--- src/rtl/uart_pkg.sv ---
// Shared definitions for the UART transmitter: state encoding, frame constants
// and small helpers used for the FIFO level width and divider clamping.
package uart_pkg;

    typedef enum logic [2:0] {
        ST_IDLE   = 3'd0,
        ST_START  = 3'd1,
        ST_DATA   = 3'd2,
        ST_PARITY = 3'd3,
        ST_STOP   = 3'd4
    } uart_state_e;

    localparam int DATA_BITS = 8;
    localparam int MIN_DIV   = 2;

    function automatic int clog2(input int n);
        int r;
        r = 0;
        for (int i = 0; i < 31; i++) begin
            if ((1 << i) < n) r = i + 1;
        end
        return r;
    endfunction

    // A bit period below two clocks would leave no room for the last-cycle compare.
    function automatic logic [31:0] clamp_div(input logic [31:0] d);
        return (d < 32'(MIN_DIV)) ? 32'(MIN_DIV) : d;
    endfunction

endpackage

--- src/rtl/sync_fifo.sv ---
// Synchronous FIFO with registered pointers and occupancy; DEPTH must be a power of 2.
module sync_fifo
    import uart_pkg::*;
#(
    parameter int DEPTH = 4,
    parameter int WIDTH = 8
) (
    input  logic                   clk,
    input  logic                   reset,
    input  logic                   push_i,
    input  logic [WIDTH-1:0]       push_data_i,
    input  logic                   pop_i,
    output logic [WIDTH-1:0]       pop_data_o,
    output logic                   full_o,
    output logic                   empty_o,
    output logic [clog2(DEPTH):0]  level_o
);

    localparam int PW = clog2(DEPTH);

    logic [WIDTH-1:0] mem_q [DEPTH];
    logic [PW-1:0]    wr_ptr_q, wr_ptr_d;
    logic [PW-1:0]    rd_ptr_q, rd_ptr_d;
    logic [PW:0]      level_q, level_d;
    logic             do_push, do_pop;

    assign full_o     = (level_q == (PW+1)'(DEPTH));
    assign empty_o    = (level_q == '0);
    assign level_o    = level_q;
    assign pop_data_o = mem_q[rd_ptr_q];

    // A push against a full FIFO is refused even if a pop happens in the same cycle.
    assign do_push = push_i && !full_o;
    assign do_pop  = pop_i && !empty_o;

    always_comb begin
        wr_ptr_d = wr_ptr_q;
        rd_ptr_d = rd_ptr_q;
        level_d  = level_q;
        if (do_push) wr_ptr_d = wr_ptr_q + PW'(1);
        if (do_pop)  rd_ptr_d = rd_ptr_q + PW'(1);
        case ({do_push, do_pop})
            2'b10:   level_d = level_q + (PW+1)'(1);
            2'b01:   level_d = level_q - (PW+1)'(1);
            default: level_d = level_q;
        endcase
    end

    always_ff @(posedge clk) begin
        if (reset) begin
            wr_ptr_q <= '0;
            rd_ptr_q <= '0;
            level_q  <= '0;
        end else begin
            wr_ptr_q <= wr_ptr_d;
            rd_ptr_q <= rd_ptr_d;
            level_q  <= level_d;
        end
    end

    always_ff @(posedge clk) begin
        if (do_push) mem_q[wr_ptr_q] <= push_data_i;
    end

endmodule

--- src/rtl/uart_tx_fifo.sv ---
// 8N1 UART transmitter fed from a small FIFO; frames go out back-to-back while data is queued.
// Optional even parity bit between data and stop when UART_TX_PARITY_EN is defined.
module uart_tx_fifo
    import uart_pkg::*;
#(
    parameter int DEPTH       = 4,
    parameter int DEFAULT_DIV = 106
) (
    input  logic                   clk,
    input  logic                   reset,
    input  logic [31:0]            cfg_div,
    input  logic                   cfg_div_valid,
    input  logic [7:0]             in_data,
    input  logic                   in_valid,
    output logic                   in_ready,
    output logic                   tx,
    output logic                   busy,
    output logic [clog2(DEPTH):0]  level
);

    uart_state_e state_q, state_d;
    logic [31:0] div_eff_q, div_eff_d;
    logic [31:0] div_cnt_q, div_cnt_d;
    logic [2:0]  bit_cnt_q, bit_cnt_d;
    logic [7:0]  shift_q, shift_d;
    logic        tx_q, tx_d;
`ifdef UART_TX_PARITY_EN
    logic        par_q, par_d;
`endif

    logic        fifo_full, fifo_empty, pop, launch, last;
    logic [7:0]  head;

    sync_fifo #(.DEPTH(DEPTH), .WIDTH(8)) u_fifo (
        .clk         (clk),
        .reset       (reset),
        .push_i      (in_valid),
        .push_data_i (in_data),
        .pop_i       (pop),
        .pop_data_o  (head),
        .full_o      (fifo_full),
        .empty_o     (fifo_empty),
        .level_o     (level)
    );

    assign in_ready = !fifo_full;
    assign tx       = tx_q;
    assign busy     = (state_q != ST_IDLE) || !fifo_empty;
    assign last     = (div_cnt_q == div_eff_q - 32'd1);

    always_comb begin
        state_d   = state_q;
        div_eff_d = div_eff_q;
        div_cnt_d = div_cnt_q;
        bit_cnt_d = bit_cnt_q;
        shift_d   = shift_q;
        tx_d      = tx_q;
`ifdef UART_TX_PARITY_EN
        par_d     = par_q;
`endif
        launch    = 1'b0;
        pop       = 1'b0;

        case (state_q)
            ST_IDLE: begin
                tx_d = 1'b1;
                if (!fifo_empty) launch = 1'b1;
            end
            ST_START: begin
                if (last) begin
                    state_d   = ST_DATA;
                    div_cnt_d = '0;
                    bit_cnt_d = '0;
                    tx_d      = shift_q[0];
                end else begin
                    div_cnt_d = div_cnt_q + 32'd1;
                end
            end
            ST_DATA: begin
                if (last) begin
                    div_cnt_d = '0;
                    if (bit_cnt_q == 3'(DATA_BITS - 1)) begin
`ifdef UART_TX_PARITY_EN
                        state_d = ST_PARITY;
                        tx_d    = par_q;
`else
                        state_d = ST_STOP;
                        tx_d    = 1'b1;
`endif
                    end else begin
                        bit_cnt_d = bit_cnt_q + 3'd1;
                        shift_d   = shift_q >> 1;
                        tx_d      = shift_q[1];
                    end
                end else begin
                    div_cnt_d = div_cnt_q + 32'd1;
                end
            end
`ifdef UART_TX_PARITY_EN
            ST_PARITY: begin
                if (last) begin
                    state_d   = ST_STOP;
                    div_cnt_d = '0;
                    tx_d      = 1'b1;
                end else begin
                    div_cnt_d = div_cnt_q + 32'd1;
                end
            end
`endif
            ST_STOP: begin
                if (last) begin
                    // Chain straight into the next start bit when data is waiting.
                    if (!fifo_empty) begin
                        launch = 1'b1;
                    end else begin
                        state_d   = ST_IDLE;
                        div_cnt_d = '0;
                        tx_d      = 1'b1;
                    end
                end else begin
                    div_cnt_d = div_cnt_q + 32'd1;
                end
            end
            default: begin
                state_d = ST_IDLE;
                tx_d    = 1'b1;
            end
        endcase

        if (launch) begin
            pop       = 1'b1;
            shift_d   = head;
`ifdef UART_TX_PARITY_EN
            par_d     = ^head;
`endif
            div_eff_d = clamp_div(cfg_div_valid ? cfg_div : 32'(DEFAULT_DIV));
            state_d   = ST_START;
            div_cnt_d = '0;
            bit_cnt_d = '0;
            tx_d      = 1'b0;
        end
    end

    always_ff @(posedge clk) begin
        if (reset) begin
            state_q   <= ST_IDLE;
            div_eff_q <= 32'(MIN_DIV);
            div_cnt_q <= '0;
            bit_cnt_q <= '0;
            tx_q      <= 1'b1;
        end else begin
            state_q   <= state_d;
            div_eff_q <= div_eff_d;
            div_cnt_q <= div_cnt_d;
            bit_cnt_q <= bit_cnt_d;
            tx_q      <= tx_d;
        end
    end

    always_ff @(posedge clk) begin
        shift_q <= shift_d;
`ifdef UART_TX_PARITY_EN
        par_q   <= par_d;
`endif
    end

endmodule

--- config.mk ---
export PLATFORM = sky130hd
export DESIGN_NAME = uart_tx_fifo
export DESIGN_NICKNAME = d
export VERILOG_FILES = /design/src/rtl/uart_pkg.sv /design/src/rtl/sync_fifo.sv /design/src/rtl/uart_tx_fifo.sv
export SDC_FILE = /design/constraint.sdc
export NUM_CORES = 1
export LEC_CHECK = 0
export BUFFER_PORTS_ARGS = -buffer_cell sky130_fd_sc_hd__buf_4
export CORE_MARGIN = 10
export CORE_UTILIZATION = 30
export CTS_BUF_LIST = sky130_fd_sc_hd__clkbuf_16
export CTS_CLUSTER_SIZE = 30
export DETAILED_ROUTE_END_ITERATION = 8
export SLEW_MARGIN = 20
export SYNTH_ARGS = -nofsm -noshare
export SYNTH_HDL_FRONTEND = slang
export SYNTH_HIERARCHICAL = 1
export SYNTH_SLANG_ARGS = --single-unit
--- constraint.sdc ---
create_clock -name clk -period 8.48 [get_ports clk]
set_input_delay 1.696 -clock clk [delete_from_list [all_inputs] [get_ports clk]]
set_output_delay 1.696 -clock clk [all_outputs]
set_load 0.05 [all_outputs]
==> implementation parameters <==
Parameter                              Value

Status
  Result of the run ... finished clean

Floorplanning
  IO Pins ... 50
  Effective utilization at floorplan ... 30.39%
  Die X-Extent ... 165.7 um
  Die extent in y ... 165.7 um
  Die area ... 27460 um2
  Std-Cell Core Area ... 20960 um2
  Number of cell rows ... 53

Route
  Detail-routed via count per cell ... 5.143
  Iteration-0 DRC Markers ... 259
  Final ANT Viol Nets ... 0
  Average wire per cell in the routed design ... 15.96 um
  Number of remaining DRC errors ... 0
  Number of detailed-routing iterations run before antenna repair ... 5
  Post-Route WL ... 15380 um
  Total vias in the final route ... 4958

Clock tree
  CTS tree ... built
  CTS HTree Levels ... 4
  Root Driver ... sky130_fd_sc_hd__clkbuf_16
  Post-cts resize count ... 0
  # hold bufs at CTS ... 0
  Number of buffers inserted by post-CTS setup repair ... 0
  Clock insertion delay at the later pin of the skew report ... 420 ps
  Clock input transition at the sequential cells of the worst setup and hold paths ... 60 ps
  Clock Sink Count ... 120
  Number of buffers added by the clock tree synthesis step ... 17
  Buffers from clock root to sink, at most ... 2

Setup path
  Arrival time at the worst endpoint ... 5560 ps
  Critical path's most frequent cell ... sky130_fd_sc_hd__inv_1
  Cell chain of the critical path ... inv_1, ha_1, nor3b_2, nand2_1, or4b_1, a22oi_1, nand4_1, nor4_4, buf_4, a21oi_2, inv_2, o31ai_2, inv_1, ha_1, inv_1, fa_1, xor2_1, or3_1, a21oi_1
  Worst Setup Path Type ... flop to flop
  Delay of the slowest cell on the worst path ... 570 ps
  Category of the worst setup path launch point ... flop
  Largest fanout of any net on the critical path ... 39
  Type of element capturing the critical path ... flop
  Required time of the critical path ... 8840 ps
  Critical path's slowest cell ... sky130_fd_sc_hd__nor3b_2

Timing
  Peak Freq ... 0.1921 GHz
  Clock Skews ... 13.55 ps
  Post-Route Hold Slack ... 460.6 ps
  Aggregate negative setup slack ... 0 ps
  Clock period minus final worst setup slack ... 5206 ps
  Number of endpoints with negative hold slack in the final report ... 0
  Smallest setup slack after layout ... 3274 ps
  RSZ-0062 raised after global routing ... false
  Final worst-path cycle share ... 61.39%
  Final setup vio count ... 0
  Worst Max-Slew Pin Slew ... 1036 ps
  Worst slew margin ... 30.87%
  Max Slew Vio Count ... 0

Placement
  Port buffer count ... 49
  Final Wtd Congestion ... 0.8409
  Worst slack after detailed placement ... 3322 ps
  Detailed Place HPWL ... 11040 um

Synthesis
  Synthesized area per cell ... 9.967 um2
  EDFF count, synth ... 40
  Top-area cell type share of the netlist area ... 25.15%
  Cell types occupying the most area after synthesis ... sky130_fd_sc_hd__dfxtp_1 25%, sky130_fd_sc_hd__edfxtp_1 19%, sky130_fd_sc_hd__xnor2_1 6.9%
  Top flip-flop cell by instance count after synthesis ... sky130_fd_sc_hd__dfxtp_1
  Combined area of all synthesized cells ... 6369 um2
  Top cell type by total area after synthesis ... sky130_fd_sc_hd__dfxtp_1
  Net count after synthesis ... 693
  FF+latch count, synth ... 120
  Warning count from the yosys run ... 6
  Share of synthesized area occupied by flip-flops and latches ... 44.01%
  Number of instances in the synthesized netlist ... 639
  Async set-reset flop share out of synthesis ... 0%
  Yosys cell types ... 68

Flow run
  MaxCap Viol Count ... 0

Power
  Power per cell area ... 308.5 nW/um2
  Leakage power of the design ... 0.002502 uW
  Peak VDD IR ... 0.1452 mV

GRT
  Most Crowded Layer GR ... met2
  Met1 capacity usage during global routing ... 14.51%
  Number of antenna violations at the first check in global routing ... 0
  Maximum number of pins on one net before global-route repair ... 40
  Via count of the first global-routing pass ... 4764
  Overflow left after global routing ... 0
  Global-route wire length before repair ... 25560 um
  Combined global-route utilization of all metal layers ... 11.24%
  Global Route met2 Usage ... 17.78%
  Met3 track demand over resource in global routing ... 2.982%

Layout
  FILL cells ... 2161
  Area growth from synthesis to layout ... 17.43%
  Total area of multi-input combinational cells ... 3281 um2
  Final net count ... 730
  Antenna Diode Count ... 0
  Fraction of layout cells with a size suffix above 1 ... 18.58%
  Core occupancy in the finished layout ... 35.69%
  Storage element area ... 2803 um2

Hold path
  Path category of the worst min-delay check ... flop to flop
==> cell families (layout without fill, tap and decap cells) <==
| kind of cell | Yosys count | after routing | synth area share [%] |
|---|---|---|---|
| compound gates | 127 | 127 | 14.56 |
| xor+xnor | 65 | 65 | 9.155 |
| fa+ha+maj | 10 | 10 | 2.083 |
| buf+inv | 67 | 117 | 4.538 |
| flops | 120 | 120 | 44.01 |
| mux | 23 | 23 | 5.422 |
| simple gates | 227 | 227 | 20.24 |
==> registers in the layout, indices dropped and copies added (netlist names), named ones only <==
| signal | count |
|---|---|
| tx | 1 |
| shift_q | 8 |
| div_eff_q | 32 |
| bit_cnt_q | 3 |
| u_fifo/mem_q | 32 |
| u_fifo/level_o | 3 |
| u_fifo/rd_ptr_q | 2 |
| div_cnt_q | 32 |
| state_q | 3 |
| u_fifo/wr_ptr_q | 2 |
==> Yosys cell counts (all sizes together) (2+ instances only) <==
| cell | count |
|---|---|
| or4b | 2 |
| nand4b | 4 |
| mux2 | 12 |
| o21ai | 11 |
| clkbuf | 15 |
| o31ai | 6 |
| nor2 | 56 |
| nand3 | 17 |
| a21oi | 26 |
| or3b | 2 |
| a21o | 2 |
| and4 | 4 |
| xnor2 | 50 |
| a31oi | 3 |
| nor4 | 23 |
| ha | 9 |
| nand2b | 12 |
| nand2 | 36 |
| nor2b | 2 |
| mux4 | 8 |
| inv | 31 |
| xor2 | 14 |
| nor3 | 16 |
| nand4 | 15 |
| edfxtp | 40 |
| buf | 21 |
| or2 | 2 |
| a31o | 2 |
| and2 | 7 |
| or3 | 15 |
| o211ai | 5 |
| nor4bb | 2 |
| o22ai | 6 |
| nor3b | 2 |
| o311ai | 2 |
| or4 | 8 |
| a2111oi | 9 |
| mux2i | 3 |
| dfxtp | 80 |
| a211oi | 18 |
| a22o | 25 |
| o31a | 4 |
==> where the power goes <==
group	switching [uW]	internal (uW)	total [uW]	leakage, uW
Combinational	496	335	831	0.00122
Sequential	120	706	826	0.00102
Clock	278	373	651	0.000261
==> cell type report <==
type	count	share of cell area, %
Multi-Input combinational cell	452	43.87
Clock buffer	17	5.688
Timing Repair Buffer	54	5.421
Inverter	31	1.556
Clock inverter	15	1.389
Tap cell	275	4.601
Sequential cell	120	37.48
==> critical path: cells and delay by family, from the launching register on <==
kind                       cells  cell delay (ps)
adders and majority gates      3              740
buffers and inverters          5              890
xor gates and xnor gates       1              160
and+or+nand+nor                6             2250
AOI/OAI and AO/OA              4              760
DFF                            1              350
==> metrics by stage <==
step,cell area [um2],std cells,total power (uW)
finish,7478,964,2307
global route,7478,964,2459
CTS,7478,964,2322
detailed placement,6949,932,1667
global placement,6949,932,1662
floorplan,6369,639,1472
==> layout by cell type (no fill, tap or decap), types with 4 or more instances in the layout <==
master and count:
sky130_fd_sc_hd__dfxtp_1 80, sky130_fd_sc_hd__nor2_1 55, sky130_fd_sc_hd__buf_4 54, sky130_fd_sc_hd__xnor2_1 50
sky130_fd_sc_hd__edfxtp_1 40, sky130_fd_sc_hd__nand2_1 34, sky130_fd_sc_hd__inv_1 31, sky130_fd_sc_hd__a22o_1 25
sky130_fd_sc_hd__a21oi_1 24, sky130_fd_sc_hd__nor4_1 19, sky130_fd_sc_hd__a211oi_1 18, sky130_fd_sc_hd__nand3_1 17
sky130_fd_sc_hd__clkbuf_16 17, sky130_fd_sc_hd__nand4_1 15, sky130_fd_sc_hd__or3_1 15, sky130_fd_sc_hd__nor3_1 14
sky130_fd_sc_hd__xor2_1 14, sky130_fd_sc_hd__nand2b_1 12, sky130_fd_sc_hd__o21ai_0 11, sky130_fd_sc_hd__mux2_2 11
sky130_fd_sc_hd__ha_1 9, sky130_fd_sc_hd__a2111oi_0 8, sky130_fd_sc_hd__mux4_2 8, sky130_fd_sc_hd__and2_1 7
sky130_fd_sc_hd__or4_1 6, sky130_fd_sc_hd__o22ai_1 6, sky130_fd_sc_hd__o31ai_1 5, sky130_fd_sc_hd__o211ai_1 5
sky130_fd_sc_hd__clkinv_2 5, sky130_fd_sc_hd__and4_1 4, sky130_fd_sc_hd__nand4b_1 4, sky130_fd_sc_hd__o31a_1 4
sky130_fd_sc_hd__inv_6 4
==> metal layers <==
| metal | vias to the layer above | part of all wire, % |
|---|---|---|
| met1 | 2394 | 47 |
| met5 | - | 0 |
| met3 | 17 | 4.1 |
| met4 | 0 | 1.5 |
| met2 | 98 | 48 |
| li1 | 2449 | - |
==> final timing paths <==
check / start / to / depth (start not counted) / slack, ps
hold reg to reg: bit_cnt_q[1] / bit_cnt_q[1] / 2 / 460
hold / removal: bit_cnt_q[1] / bit_cnt_q[1] / 2 / 460
setup reg to reg: div_eff_q[0] / u_fifo/level_o[2] / 19 / 3270
setup / recovery: div_eff_q[0] / u_fifo/level_o[2] / 19 / 3270
No activity file was read; power rests on OpenSTA's default activity.
